### config.mk
export PLATFORM = sky130hd
export DESIGN_NAME = fetch_pc_unit
export DESIGN_NICKNAME = d
export VERILOG_FILES = /design/src/rtl/fetch_pc_unit.sv
export SDC_FILE = /design/constraint.sdc
export NUM_CORES = 1
export LEC_CHECK = 0
export CAP_MARGIN = 20
export CORE_MARGIN = 1
export CORE_UTILIZATION = 45
export CTS_CLUSTER_DIAMETER = 150
export CTS_CLUSTER_SIZE = 20
export DETAILED_ROUTE_END_ITERATION = 8
export DONT_BUFFER_PORTS = 1
export GPL_ROUTABILITY_DRIVEN = 1
export RECOVER_POWER = 25
export REMOVE_ABC_BUFFERS = 1
export SLEW_MARGIN = 25
export SYNTH_ARGS = -nofsm -noshare
export SYNTH_HDL_FRONTEND = slang
export SYNTH_SLANG_ARGS = --single-unit
### constraint.sdc
create_clock -name clk -period 6.73 [get_ports clk]
set_clock_uncertainty 0.2 [all_clocks]
set_input_delay 0.673 -clock clk [delete_from_list [all_inputs] [get_ports clk]]
set_output_delay 0.673 -clock clk [all_outputs]
set_load 0.005 [all_outputs]
### src/rtl/fetch_pc_unit.sv
// Instruction-fetch stage: owns the fetch PC, issues in-order imem requests, buffers responses for decode.
// Latency: imem_req one cycle after reset release; if_valid two cycles after grant with a 1-cycle memory.
// Backpressure: stall holds the output entry; requests stop once in-flight + buffered + dropped reach DEPTH.
// Optional build macro FETCH_ALIGN_CHECK_EN: misaligned PCs produce one if_adel entry instead of a fetch.
module fetch_pc_unit #(
    parameter int               WIDTH      = 32,
    parameter logic [WIDTH-1:0] RESET_PC   = 32'h0000_3000,
    parameter logic [WIDTH-1:0] EXC_VECTOR = 32'h0000_4180,
    parameter int               DEPTH      = 2
) (
    input  logic             clk,
    input  logic             reset,
    input  logic             stall,
    input  logic             redirect_valid,
    input  logic [WIDTH-1:0] redirect_pc,
    input  logic             exc_req,
    input  logic             eret_req,
    input  logic [WIDTH-1:0] epc,
    output logic             imem_req,
    output logic [WIDTH-1:0] imem_addr,
    input  logic             imem_gnt,
    input  logic             imem_rvalid,
    input  logic [WIDTH-1:0] imem_rdata,
    output logic             if_valid,
    output logic [WIDTH-1:0] if_pc,
    output logic [WIDTH-1:0] if_instr,
    output logic             if_adel
);
    localparam int AW = $clog2(DEPTH);
    localparam int CW = $clog2(DEPTH + 1);
    localparam int SW = CW + 2;
    localparam logic [WIDTH-1:0] PC_STEP = WIDTH'(4);

    logic             run_q;
    logic [WIDTH-1:0] pc_q, pc_d;
    logic [CW-1:0]    out_q, out_d;     // live requests whose responses will be kept
    logic [CW-1:0]    drop_q, drop_d;   // in-flight responses belonging to a flushed stream
    logic [CW-1:0]    cnt_q, cnt_d;
    logic [AW-1:0]    fifo_rd_q, fifo_rd_d, fifo_wr_q, fifo_wr_d;
    logic [AW-1:0]    aq_rd_q, aq_rd_d, aq_wr_q, aq_wr_d;

    logic [WIDTH-1:0] aq_mem   [DEPTH];
    logic [WIDTH-1:0] fifo_pc  [DEPTH];
    logic [WIDTH-1:0] fifo_dat [DEPTH];

    logic             flush, pop, push, fire, have_credit, pc_ok, adel_push;
    logic             rsp, rsp_drop, rsp_live;
    logic [WIDTH-1:0] target, push_pc, push_dat;
    logic [SW-1:0]    occupancy;

    assign flush  = exc_req | eret_req | redirect_valid;
    assign target = exc_req  ? EXC_VECTOR :
                    eret_req ? epc        : redirect_pc;

    assign if_valid = (cnt_q != '0);
    assign pop      = if_valid & ~stall & ~flush;

    // A slot freed by this cycle's pop is reusable at once, which keeps a
    // 1-cycle memory streaming at one instruction per cycle with DEPTH=2.
    assign occupancy   = SW'(out_q) + SW'(cnt_q) + SW'(drop_q) - SW'(pop);
    assign have_credit = (occupancy < SW'(DEPTH));

`ifdef FETCH_ALIGN_CHECK_EN
    logic adel_done_q;
    logic fifo_adel [DEPTH];
    assign pc_ok     = (pc_q[1:0] == 2'b00);
    assign adel_push = run_q & ~flush & ~pc_ok & ~adel_done_q & have_credit;
    assign imem_addr = pc_q;
    assign if_adel   = if_valid ? fifo_adel[fifo_rd_q] : 1'b0;

    // One address-error entry per misaligned PC; re-armed by the next flush.
    always_ff @(posedge clk or negedge reset) begin
        if (!reset)         adel_done_q <= 1'b0;
        else if (flush)     adel_done_q <= 1'b0;
        else if (adel_push) adel_done_q <= 1'b1;
    end

    // Address-error flag travels alongside its FIFO entry.
    always_ff @(posedge clk) begin
        if (push) fifo_adel[fifo_wr_q] <= adel_push;
    end
`else
    assign pc_ok     = 1'b1;
    assign adel_push = 1'b0;
    assign imem_addr = {pc_q[WIDTH-1:2], 2'b00};
    assign if_adel   = 1'b0;
`endif

    assign imem_req = run_q & ~flush & have_credit & pc_ok;
    assign fire     = imem_req & imem_gnt;

    // Responses beyond what is in flight are protocol errors and are ignored.
    // Dropped responses are always older than live ones, so they are consumed first.
    assign rsp      = imem_rvalid & ((out_q != '0) | (drop_q != '0));
    assign rsp_drop = rsp & (drop_q != '0);
    assign rsp_live = rsp & (drop_q == '0);

    assign push     = (rsp_live & ~flush) | adel_push;
    assign push_pc  = rsp_live ? aq_mem[aq_rd_q] : pc_q;
    assign push_dat = rsp_live ? imem_rdata : '0;

    assign if_pc    = if_valid ? fifo_pc[fifo_rd_q]  : '0;
    assign if_instr = if_valid ? fifo_dat[fifo_rd_q] : '0;

    // Next-state: counters, pointers and PC; a flush overrides everything and
    // turns all live in-flight requests into responses to be dropped.
    always_comb begin
        pc_d      = pc_q;
        out_d     = out_q;
        drop_d    = drop_q;
        fifo_rd_d = fifo_rd_q;
        fifo_wr_d = fifo_wr_q;
        aq_rd_d   = aq_rd_q;
        aq_wr_d   = aq_wr_q;
        if (rsp_drop) drop_d = drop_q - CW'(1);
        if (rsp_live) begin
            out_d   = out_q - CW'(1);
            aq_rd_d = aq_rd_q + AW'(1);
        end
        if (fire) begin
            out_d   = out_d + CW'(1);
            aq_wr_d = aq_wr_q + AW'(1);
            pc_d    = pc_q + PC_STEP;
        end
        if (push) fifo_wr_d = fifo_wr_q + AW'(1);
        if (pop)  fifo_rd_d = fifo_rd_q + AW'(1);
        cnt_d = cnt_q + CW'(push) - CW'(pop);
        if (flush) begin
            pc_d      = target;
            drop_d    = drop_d + out_d;
            out_d     = '0;
            cnt_d     = '0;
            fifo_rd_d = '0;
            fifo_wr_d = '0;
            aq_rd_d   = '0;
            aq_wr_d   = '0;
        end
    end

    // Control state; run_q keeps imem_req low for the cycle of reset release.
    always_ff @(posedge clk or negedge reset) begin
        if (!reset) begin
            run_q     <= 1'b0;
            pc_q      <= RESET_PC;
            out_q     <= '0;
            drop_q    <= '0;
            cnt_q     <= '0;
            fifo_rd_q <= '0;
            fifo_wr_q <= '0;
            aq_rd_q   <= '0;
            aq_wr_q   <= '0;
        end else begin
            run_q     <= 1'b1;
            pc_q      <= pc_d;
            out_q     <= out_d;
            drop_q    <= drop_d;
            cnt_q     <= cnt_d;
            fifo_rd_q <= fifo_rd_d;
            fifo_wr_q <= fifo_wr_d;
            aq_rd_q   <= aq_rd_d;
            aq_wr_q   <= aq_wr_d;
        end
    end

    // Storage arrays need no reset: outputs are masked while the FIFO is empty.
    always_ff @(posedge clk) begin
        if (fire) aq_mem[aq_wr_q] <= pc_q;
        if (push) begin
            fifo_pc[fifo_wr_q]  <= push_pc;
            fifo_dat[fifo_wr_q] <= push_dat;
        end
    end
endmodule

Word-level counts from Yosys, hierarchy flattened
Memories as Yosys holds them, arrays and structs flattened. Index checks and enable logic that the tools add are counted.

Register bits: 43. Bits in writable memories: 192. Bits of input ports: 104. Output and inout bits: 99. Logic and storage cells: 75. Memories kept: 3.

Memories: aq_mem (words 2, width 32, rd ports 1, clocked after memory_dff 0, write ports 1, line 42) `logic [WIDTH-1:0] aq_mem [DEPTH];`; fifo_dat (words 2, width 32, rd ports 1, clocked after memory_dff 0, write ports 1, line 44) `logic [WIDTH-1:0] fifo_dat [DEPTH];`; fifo_pc (words 2, width 32, rd ports 1, clocked after memory_dff 0, write ports 1, line 43) `logic [WIDTH-1:0] fifo_pc [DEPTH];`.

$add $sub $neg: 14. Order comparisons: 1. Muxes and demuxes: 26. Bitwise operators: 14. Reduce and logical (&&, ||, !) cells: 8.

Operator list (count): 2-to-1 mux 32 bit (8); adder 32 x 3 -> 32 bit, second input constant (1); nonzero test 2 bit (7); 2-to-1 mux 1 bit (12); 2-to-1 mux 2 bit (6); AND 1 bit (9); adder 1 bit, second input constant (4); adder 3 x 2 -> 4 bit (1); < comparator 4 x 2 -> 1 bit, second input constant (1); subtractor 2 x 1 -> 2 bit, second input constant (2); subtractor 4 x 1 -> 4 bit (1); adder 2 x 2 -> 3 bit (1); OR 1 bit (3); adder 2 x 1 -> 2 bit (1); adder 2 x 1 -> 2 bit, second input constant (1); adder 2 bit (1); zero test 2 bit (1); NOT 1 bit (2); subtractor 2 x 1 -> 2 bit (1).

Logic depth before layout (Yosys ltp)
Gate-level depths: netlist (run 1).

Depth in word-level cells: 11. Depth in mapped cells: 19. Mapped depth without buffers: 17.

Worst setup path after synthesis (run 1)
Ideal clock, no wire load.

Path type: input -> register. Start point: input eret_req. End point: memory fifo_dat[0][0], enable pin. Library setup time: 564 ps. Arrival: 5978 ps. Required time: 5966 ps. Slack: -13 ps. Stages on the path: 5. Buffers on the path: 3. Path through: buf_4 -> or3_1 -> buf_2 -> buf_1 -> nor3_1.

Longest elaborated chain between the ends: 6.

RTL lines: start: declaration (line 17) `input logic eret_req,`; OR 1 bit (2 in series) (line 51) `assign flush = exc_req | eret_req | redirect_valid;`; NOT 1 bit (line 98) `assign push = (rsp_live & ~flush) | adel_push;`; AND 1 bit (line 98); 2-to-1 mux 1 bit (line 168) `if (push) begin`; 2-to-1 mux 1 bit (not written as such) (line 170) `fifo_dat[fifo_wr_q] <= push_dat;`; end: declaration (line 44).

Every way passes these cells.

Worst setup path after layout (run 1)
Start point: register cnt_q[1]. End point: memory aq_mem[1][27], enable pin.

Longest elaborated chain between the ends: 9. Elaborated cells on any way between the ends: 11. Those cells by class: add/sub (3); order compare (1); mux (2); bitwise (4); reduce/logical (1).

RTL lines: start: declaration (line 38) `logic [CW-1:0] cnt_q, cnt_d;`; start signal: assignment (line 157) `cnt_q <= cnt_d;`; parallel branches: the longest is 3 deep, another holds adder 3 x 2 -> 4 bit; subtractor 4 x 1 -> 4 bit * (line 60) `assign occupancy = SW'(out_q) + SW'(cnt_q) + SW'(drop_q) - SW'(pop);`; < comparator 4 x 2 -> 1 bit * (line 61) `assign have_credit = (occupancy < SW'(DEPTH));`; AND 1 bit * (line 89) `assign imem_req = run_q & ~flush & have_credit & pc_ok;`; AND 1 bit * (line 90) `assign fire = imem_req & imem_gnt;`; 2-to-1 mux 1 bit * (line 167) `if (fire) aq_mem[aq_wr_q] <= pc_q;`; 2-to-1 mux 1 bit (not written as such) * (line 167); end: declaration (line 42).

Every way passes the cells marked *.

==> results of run 1 <==
## power by group
part	internal (mW)	total [mW]	leakage [nW]	switching, mW
Clock	0.422	0.883	0.200	0.461
Combinational	0.0820	0.204	1.40	0.122
Sequential	1.59	1.63	2.16	0.0377
## registers in the layout (all words and copies together), names as in the netlist
name / cells
aq_mem: 64
aq_rd_q: 1
aq_wr_q: 1
cnt_q: 2
drop_q: 2
fifo_dat: 64
fifo_pc: 64
fifo_rd_q: 1
fifo_wr_q: 1
out_q: 2
pc_q: 32
run_q: 1
## cell type report
class / count / area [µm²] / share of cell area, %
flip-flops and latches: 235 / 6850 / 59.6
clock buffers: 24 / 409 / 3.56
inverters: 12 / 45.0 / 0.392
multi-input cells: 564 / 3670 / 32.0
well taps: 319 / 399 / 3.47
repair buffers: 10 / 106 / 0.926
clock inverters: 1 / 6.26 / 0.0544
## metrics by stage
| step | area, µm² | total power, mW |
|---|---|---|
| after floorplan | 10500 | 1.80 |
| after global placement | 11000 | 1.85 |
| after detailed placement | 11000 | 1.86 |
| after CTS | 11500 | 2.74 |
| after global routing | 11500 | 2.81 |
| final | 11500 | 2.71 |
## cell usage after synthesis (12+ instances only)
| library cell | count |
|---|---|
| a21oi_1 | 42 |
| and2_1 | 38 |
| buf_2 | 16 |
| buf_4 | 36 |
| clkbuf_1 | 20 |
| dfrtp_1 | 41 |
| edfxtp_1 | 192 |
| inv_1 | 12 |
| mux2i_1 | 118 |
| nand2_1 | 71 |
| nor2_1 | 116 |
| o21ai_0 | 49 |
| xnor2_1 | 12 |
## per-layer routing
layer	part of all wire, %	vias up
li1	-	3058
met2	47	242
met4	1.2	0
met3	7.4	21
met5	0	-
met1	44	3097
## placed cells by master (no fill, tap or decap), types with 3 or more instances in the layout
master / count
a2bb2oi_1: 3
a221oi_1: 3
nor3_4: 3
nand2_1: 71
nor2_4: 5
and3_1: 7
mux2i_1: 118
nor3_1: 4
nand4_1: 7
clkbuf_16: 15
nor2_1: 114
or2_2: 3
and2_1: 38
ha_1: 8
mux2_2: 8
conb_1: 4
nand3_1: 10
a21oi_1: 42
o21a_1: 3
a31oi_1: 8
o22a_1: 10
edfxtp_1: 192
buf_4: 6
inv_1: 12
clkbuf_1: 10
o22ai_1: 3
dfrtp_1: 39
o31ai_1: 4
o21ai_0: 49
xnor2_1: 12
## worst max path at each step
stage | start | end | slack (ns) | cells after the start
6_report | cnt_q[1]$_DFF_PN0_ | aq_mem[1][27]$_DFFE_PP_ | 2.39 | 12
5_1_grt | out_q[0]$_DFF_PN0_ | fifo_pc[1][12]$_DFFE_PP_ | 1.98 | 4
4_1_cts | cnt_q[1]$_DFF_PN0_ | aq_mem[0][30]$_DFFE_PP_ | 2.17 | 13
3_5_place_dp | eret_req | aq_mem[0][24]$_DFFE_PP_ | 1.95 | 11
3_3_place_gp | eret_req | aq_mem[0][24]$_DFFE_PP_ | 2.06 | 14
2_1_floorplan | cnt_q[1]$_DFF_PN0_ | aq_mem[0][0]$_DFFE_PP_ | -0.44 | 12
## cell families after synthesis
kind of cell	after synthesis
simple gates	279
flops	235
compound gates	132
mux	126
buf+inv	93
xor+xnor	13
fa+ha+maj	10
other cells	2
## repair_timing
action | in CTS | in global routing
hold buffers | 2 | 0
resized for setup | 0 | 0
hold endpoints to repair | 43 | 0
==> summary.txt, run 1 <==
Placed design
  • Dpl ws: 1.95 ns
  • Placed cells: between 1000 and 1500
  • DP HPWL: 15.2 mm
  • GPL Wtd Cong: between 0.8 and 0.9
  • Port bufs: 0

Global routing
  • Grt ovf: 0
  • Largest net degree at the start of global routing: 67
  • Global route hottest layer: met2
  • Met3 usage in global routing: 4.06%
  • First-pass GRT wire length: 35.3 mm
  • GR Util All Layers: 18.8%
  • Met1 global-route usage: between 20 and 30%
  • Vias in the first global route: about 6100
  • Initial antenna violation count: 0
  • Routing usage on met2: 31.0%

Setup path
  • Cells on worst reg2reg path: 12
  • FF-to-FF setup slack: between 2 and 2.5 ns
  • Startpoint Class: flop
  • Crit path DAT: 4.24 ns
  • CP bufs+invs: 1
  • Crit-path most repeated cell: ha_1
  • CP delay by family, top: simple AND/OR/NAND/NOR gates
  • Crit path cell chain: nor2_4, nor2_1, nand3_1, nand2_1, ha_1, a21o_1, ha_1, fa_1, nor3b_1, and3_1, buf_4, and3_2
  • CP Data Required Time: 6.63 ns
  • End of the worst register-to-register path: aq_mem[1][27]$_DFFE_PP_
  • Crit path largest cell delay: 0.83 ns
  • Critical path type: flop to flop
  • Worst setup EP type: flop
  • Max FO, Critical Path: 32
  • R2R Path Start: cnt_q[1]$_DFF_PN0_
  • Worst-path cell with the longest stage delay: and3_2

Run status
  • Outcome: finished with violations
  • Failing checks: max-capacitance violations, max-slew violations

Synthesis
  • Compound-gate portion of the synthesized area: 7.08%
  • Synthesized area: 11000 µm²
  • Adder-cell share of the synthesized area: 1.27%
  • Predominant post-synthesis flop cell: edfxtp_1
  • Number of synthesized register bits: 235
  • Multiplexer share of the synthesized area: 11.6%
  • Post-Synth Simple-Gate Area: between 10% and 20%
  • Area leader, netlist: edfxtp_1
  • Combinational family with the most area after synthesis: simple AND/OR/NAND/NOR gates
  • Mapped Cells: 890
  • Yosys warnings: 0
  • Synth top area cells: edfxtp_1 (52%), mux2i_1 (11%), dfrtp_1 (9.3%), nor2_1 (4.0%), buf_4 (2.5%)
  • Sequential area share after synthesis: 62.2%
  • Synth top area share: 52.4%
  • Post-synth EDFFs: approximately 190
  • Synth async-reset ratio: between 10% and 20%
  • Synth Area in XOR/XNOR: 1.03%
  • Avg Cell Area, Syn: 12.4 µm²
  • Netlist cell types: 56

Clocking
  • Postcts setup bufs: 0
  • CTS Sinks: 235
  • CTS Buffer Depth: 3
  • CTS tree: done
  • Worst-skew pair later-pin latency: about 0.48 ns
  • Num CTS Buffers: 15
  • # H-tree levels: 1
  • CTS Root Cell: clkbuf_16
  • Reg clk slew, reported paths: 0.09 ns

STA
  • Setup TNS Final: 0 ns
  • Final Hold Vio Count: 0
  • Max_slew headroom: -70.0%
  • Post-route setup slack: 2.39 ns
  • Worst slew pin tran: 2.55 ns
  • Min cycle time layout: 4.34 ns
  • Hold WS: 0.0465 ns
  • Slew Limit Fails: 83
  • Period utilisation layout: between 60 and 70%
  • Fmax: 230 MHz
  • Final Setup Violations: 0
  • RSZ-0062 raised after global routing: no

Cells and area
  • Area growth from synthesis to final layout: 4.41%
  • # fillers: between 2000 and 2500
  • Fin util: 48.4%
  • Final non-filler cell total: 1165
  • Final #Nets: 952
  • Layout cell share with drive strength beyond 1: 6.86%
  • Antenna diodes: 0

Route
  • Number of nets with antenna violations after routing: 0
  • DR pass1 iterations: 5
  • Post-route DRC: 0
  • Total Wirelength: 23.9 mm
  • Initial drt markers: around 450
  • Via-to-Cell Ratio: 5.51
  • DR vias: 6418
  • Post-DR wirelength/cell: 20.5 µm

Hold path
  • Worst min path class: input pin to flop
  • Hold Crit Endpoint: pc_q[31]$_DFFE_PN0P_
  • Hold depth: 1
  • Worst hold start: exc_req

Floorplanning
  • Ports: 203
  • Die height: 158 µm
  • Site Rows: 56
  • Die area: 25100 µm²
  • DIE WIDTH: 158 µm
  • Std-Cell Core Area: between 20000 and 25000 µm²
  • Initial Util: a little under half

Power
  • Leak pwr: 3.76 nW
  • Worst VDD drop: approximately 0.17 mV
  • Power per cell area: between 200 and 250 nW/µm²

Run
  • Max_cap viols: 2
Note: power is estimated with default switching activity, not from simulation.
==> inputs of run 2 (changes only) <==
Clock period 6.73 ns to 4 ns, I/O delays scaled along.
==> run 2 against run 1 <==
Against the previous run:
- the flow still finishes with violations (max-capacitance violations, max-slew violations)
- combinational power up 100%
- register-to-register slack worse by 2.1 ns
- clock-buffer cell count unchanged
- sequential share of layout area down 2.5 points
==> summary.txt, run 2 (synthesis results as in run 1) <==
Floorplanning
  • Std-Cell Core Area: 23800 µm²
  • Initial Util: a little under half
  • Die area: 25100 µm²
  • DIE WIDTH: 158 µm
  • Die height: approximately 160 µm
  • Ports: just over 200
  • Site Rows: 56

Setup path
  • Worst setup EP type: flop
  • Startpoint Class: flop
  • Critical path type: flop to flop
  • FF-to-FF setup slack: 0.31 ns
  • Max FO, Critical Path: 18
  • CP Data Required Time: 4.19 ns
  • Crit path DAT: 3.88 ns

Route
  • DR pass1 iterations: 7
  • Post-route DRC: 0
  • Post-DR wirelength/cell: around 20 µm
  • Total Wirelength: 24.3 mm
  • DR vias: 6631
  • Initial drt markers: ~480
  • Via-to-Cell Ratio: 5.44
  • Number of nets with antenna violations after routing: 0

Global routing
  • GR Util All Layers: 19.1%
  • Vias in the first global route: 6454
  • Initial antenna violation count: 0
  • First-pass GRT wire length: between 30 and 40 mm
  • Grt ovf: 0
  • Largest net degree at the start of global routing: 67

STA
  • Slew Limit Fails: 82
  • Hold WS: between 0.015 and 0.02 ns
  • Period utilisation layout: 92.3%
  • RSZ-0062 raised after global routing: no
  • Final Hold Vio Count: 0
  • Min cycle time layout: 3.69 ns
  • Worst slew pin tran: 2.59 ns
  • Post-route setup slack: 0.308 ns
  • Fmax: between 200 and 300 MHz
  • Final Setup Violations: 0
  • Max_slew headroom: -72.4%

Cells and area
  • Commonest non-fill, non-tap cells in the layout: edfxtp_1 (192), mux2i_1 (118), nor2_1 (113)
  • Final #Nets: about 1000
  • Top Registers: aq_mem x64, fifo_dat x64, fifo_pc x64
  • Antenna diodes: 0
  • # fillers: 2132
  • Design area: between 10000 and 15000 µm²
  • Area growth from synthesis to final layout: 8.99%
  • Final non-filler cell total: approximately 1200
  • Most common cell after layout, fill and taps aside: edfxtp_1
  • Layout cell share with drive strength beyond 1: 7.68%

Placed design
  • Placed cell area: between 10000 and 15000 µm²
  • Dpl ws: 0.246 ns
  • Port bufs: 0
  • Placed cells: 1146
  • GPL Wtd Cong: 0.828
  • DP HPWL: 15.6 mm

Hold path
  • Worst min path class: input pin to flop

Clocking
  • CTS Buffer Depth: 3
  • Postcts setup bufs: 0
  • CTS Sinks: between 200 and 250
  • CTS Root Cell: clkbuf_16
  • Worst-skew pair later-pin latency: 0.49 ns
  • Reg clk slew, reported paths: 0.09 ns
  • # H-tree levels: 1
  • CTS tree: done
  • Num CTS Buffers: 15

Run
  • Max_cap viols: 2

Run status
  • Outcome: finished with violations
  • Failing checks: max-capacitance violations, max-slew violations

Power
  • Leak pwr: 3.98 nW
  • Power per cell area: 386 nW/µm²
  • Worst VDD drop: roughly 0.25 mV
-- run 2: cell count changes in the layout (fill, tap and decap cells not counted), sizes merged --
cell,previous run,this run
inv,13,12
dlygate4sd3,1,46
buf,8,15
clkinvlp,0,1
clkbuf,25,26
-- run 2: layout make-up --
| class | count | area, µm² | area share [%] |
|---|---|---|---|
| tap | 319 | 399 | 3.33 |
| clock buffer | 24 | 409 | 3.41 |
| multi-input combinational | 564 | 3690 | 30.7 |
| inverter | 12 | 45.0 | 0.376 |
| clock inverter | 1 | 7.51 | 0.0626 |
| timing repair buffer | 63 | 593 | 4.94 |
| sequential | 235 | 6850 | 57.1 |
-- run 2: worst paths after layout --
check,from,endpoint,cells after the start
hold reg to reg,pc_q[1]$_DFFE_PN0P_,aq_mem[1][1]$_DFFE_PP_,0
hold / removal,epc[31],pc_q[31]$_DFFE_PN0P_,2
min in group asynchronous,reset,pc_q[5]$_DFFE_PN0P_,2
setup reg to reg,cnt_q[1]$_DFF_PN0_,pc_q[26]$_DFFE_PN0P_,16
max in group asynchronous,reset,aq_rd_q$_DFFE_PN0P_,2
setup / recovery,cnt_q[1]$_DFF_PN0_,pc_q[26]$_DFFE_PN0P_,16
-- run 2: per-layer routing --
metal	vias to the layer above	track usage [%]	wire length, µm
li1	3161	-	-
met1	3218	25.5	10800
met2	223	32.0	11300
met3	29	3.95	1780
met4	0	4.08	382
met5	-	0	0
-- run 2: timing repair --
action | in CTS | in global routing
setup endpoints to repair | 0 | 4
endpoints found under the hold margin | 116 | 0
resized for setup | 0 | 3
hold buffers | 47 | 0
-- run 2: where the power goes --
| group | leakage (nW) | internal (mW) | switching [mW] |
|---|---|---|---|
| Sequential | 2.16 | 2.67 | 0.0650 |
| Combinational | 1.63 | 0.182 | 0.229 |
| Clock | 0.196 | 0.708 | 0.766 |
-- run 2: critical path: stages (launching register included) --
cell      delay, ns
dfrtp_2        0.43
nor2_4         0.05
nor2_1         0.16
nand2_1        0.08
nand2_1        0.07
nand2_1        0.05
ha_1           0.27
a21o_1         0.18
ha_1           0.18
fa_1           0.48
nor3b_1        0.24
and3_1         0.21
buf_4          0.26
and3_2         0.27
nand2_1        0.07
xnor2_1        0.14
a211oi_1       0.27
-- run 2: metrics by stage --
stage | power (mW) | TNS (ns) | util [%]
finish | 4.62 | 0 | 50.5
global route | 4.81 | 0 | 50.5
CTS | 4.65 | 0 | 50.5
detailed placement | 3.13 | 0 | 46.7
global placement | 3.12 | 0 | 46.7
floorplan | 3.02 | -399.66 | -
==> inputs of run 3 (changes only) <==
Settings changed: BUFFER_PORTS_ARGS from default to -buffer_cell sky130_fd_sc_hd__buf_4, DONT_BUFFER_PORTS 1 to default, PLACE_DENSITY from default to 0.67.
==> run 3 against run 2 <==
Against the previous run:
- the flow still finishes with violations (max-capacitance violations, max-slew violations)
- combinational power rose by 19%
- via count up 11%
- first-iteration DRC count rose by 17%
- sequential power barely moved
- clock power about the same
- routed wire length up 4.7%
- final cell count rose by 13%
- hold slack worse by 0.0070 ns
- design area is 8.6% higher
- fmax shrank 0.92%
- global-route usage up 1.3 points
- critical endpoint unchanged
- largest power group unchanged
==> summary.txt, run 3 (synthesis results as in run 1) <==
Run status
  • Outcome: finished with violations
  • Failing checks: max-capacitance violations, max-slew violations

Setup path
  • Crit path DAT: 3.92 ns
  • Critical path type: flop to flop
  • CP Data Required Time: between 4 and 5 ns
  • Worst setup EP type: flop
  • Crit path largest cell delay: 0.46 ns
  • Crit-path most repeated cell: nand2_1
  • Worst-path cell with the longest stage delay: dfrtp_1
  • Startpoint Class: flop
  • Crit path cell chain: nor2_4, nor2_1, nand2_1, nand2_1, nand2_1, ha_1, a21o_1, ha_1, fa_1, nor3b_1, and3_1, buf_4, and3_2, nand2_1, xnor2_1, a211oi_1
  • Max FO, Critical Path: 18

STA
  • Max_slew headroom: -78.4%
  • Hold WS: 0.0114 ns
  • Worst slew pin tran: approximately 2.7 ns
  • Final Setup Violations: 0
  • Slew Limit Fails: 120
  • Final Hold Vio Count: 0
  • RSZ-0062 raised after global routing: no
  • Period utilisation layout: 93.1%
  • Setup TNS Final: 0 ns
  • Fmax: roughly 270 MHz
  • Min cycle time layout: 3.73 ns

Route
  • Total Wirelength: 25.4 mm
  • Initial drt markers: 557
  • Post-route DRC: 0
  • DR vias: 7379
  • DR pass1 iterations: 5
  • Via-to-Cell Ratio: 5.36
  • Number of nets with antenna violations after routing: 0
  • Post-DR wirelength/cell: 18.4 µm

Power
  • P_int: 3.62 mW
  • Total power: 4.72 mW
  • Worst VDD drop: roughly 0.25 mV
  • Power per cell area: between 300 and 400 nW/µm²
  • Leak pwr: 4.76 nW
  • Combinational group share of total power: 10.4%
  • Clk network pwr share: 31.7%
  • Net switching fraction of the power: a little under a quarter
  • Switching Power: about 1.1 mW
  • Reg power frac: 57.9%

Floorplanning
  • DIE WIDTH: 158 µm
  • Initial Util: between 40% and 50%
  • Ports: just over 200
  • Die area: 25100 µm²
  • Site Rows: 56
  • Std-Cell Core Area: 23800 µm²
  • Die height: 158 µm

Cells and area
  • Commonest non-fill, non-tap cells in the layout: edfxtp_1 (192), buf_4 (182), mux2i_1 (118)
  • Area growth from synthesis to final layout: 18.4%
  • # fillers: 2057
  • Antenna diodes: 0
  • Top Registers: aq_mem x64, fifo_dat x64, fifo_pc x64
  • Final #Nets: 1163
  • Most common cell after layout, fill and taps aside: edfxtp_1
  • Final non-filler cell total: 1376
  • Layout cell share with drive strength beyond 1: 23.7%

Clocking
  • # H-tree levels: 1
  • CTS Buffer Depth: 3
  • Num CTS Buffers: 15
  • CTS tree: done
  • CTS resizes: 0
  • CTS Root Cell: clkbuf_16
  • Reg clk slew, reported paths: 0.09 ns
  • CTS Sinks: 235
  • Worst-skew pair later-pin latency: 0.49 ns

Global routing
  • First-pass GRT wire length: 39.0 mm
  • Largest net degree at the start of global routing: 66
  • GR Util All Layers: 20.4%
  • Initial antenna violation count: 0
  • Vias in the first global route: slightly above 7000
  • Grt ovf: 0

Placed design
  • GPL Wtd Cong: around 0.86
  • Placed cells: between 1000 and 1500
  • DP HPWL: approximately 17 mm
  • Port bufs: 199

Run
  • Max_cap viols: 3

Hold path
  • Worst min path class: input pin to flop
[run 3: timing repair]
| action | CTS | global route |
|---|---|---|
| setup buffers | 0 | 0 |
| endpoints found under the hold margin | 43 | 0 |
| hold buffers | 3 | 0 |
[run 3: through the flow]
step / setup WS [ns] / utilization (%) / area, µm²
3_5_place_dp: 0.134 / 53.3 / 12700
5_1_grt: 0.0351 / 54.9 / 13000
6_report: 0.274 / 54.9 / 13000
3_3_place_gp: 0.233 / 53.3 / 12700
2_1_floorplan: -3.17 / - / 10500
4_1_cts: 0.270 / 55.2 / 13100
[run 3: final timing paths]
check	from	end	slack, ns	cells after the start
max	cnt_q[1]$_DFF_PN0_	pc_q[26]$_DFFE_PN0P_	0.27	16
min reg2reg	pc_q[0]$_DFFE_PN0P_	aq_mem[0][0]$_DFFE_PP_	0.34	0
max reg2reg	cnt_q[1]$_DFF_PN0_	pc_q[26]$_DFFE_PN0P_	0.27	16
max in group asynchronous	reset	fifo_rd_q$_DFFE_PN0P_	0.71	2
min	imem_rdata[13]	fifo_dat[0][13]$_DFFE_PP_	0.01	2
min in group asynchronous	reset	pc_q[6]$_DFFE_PN0P_	1.06	2
[run 3: layer usage]
metal | up-vias | routed length [µm] | global-route usage, %
met2 | 289 | 11900 | 34.5
met4 | 0 | 600 | 5.72
met3 | 37 | 1750 | 3.57
met5 | - | 0 | 0
met1 | 3575 | 11200 | 27.0
li1 | 3478 | - | -
[run 3: layout make-up]
cell class	instances	area, µm²	area share, %
Sequential cell	235	6850	52.6
Multi-Input combinational cell	564	3670	28.2
Timing Repair Buffer	221	1650	12.6
Clock buffer	24	409	3.14
Tap cell	319	399	3.06
Inverter	12	45.0	0.346
Clock inverter	1	6.26	0.0480
[run 3: critical path, delay by kind of cell, from the launching register on]
family                   cells  cell delay (ns)
AO/OA/AOI/OAI                2             0.42
XOR/XNOR                     1             0.14
adder cells (fa/ha/maj)      3             0.91
buffers and inverters        1             0.26
flip-flops                   1             0.46
AND/OR/NAND/NOR              9             1.24
[run 3: power groups by stage]
stage	Clock [mW]	Sequential [mW]	Combinational, mW
after global routing	1.61	2.74	0.549
after global placement	0	2.79	0.481
after floorplan	0	2.77	0.256
final	1.50	2.73	0.490
after CTS	1.53	2.73	0.498
after detailed placement	0	2.79	0.493
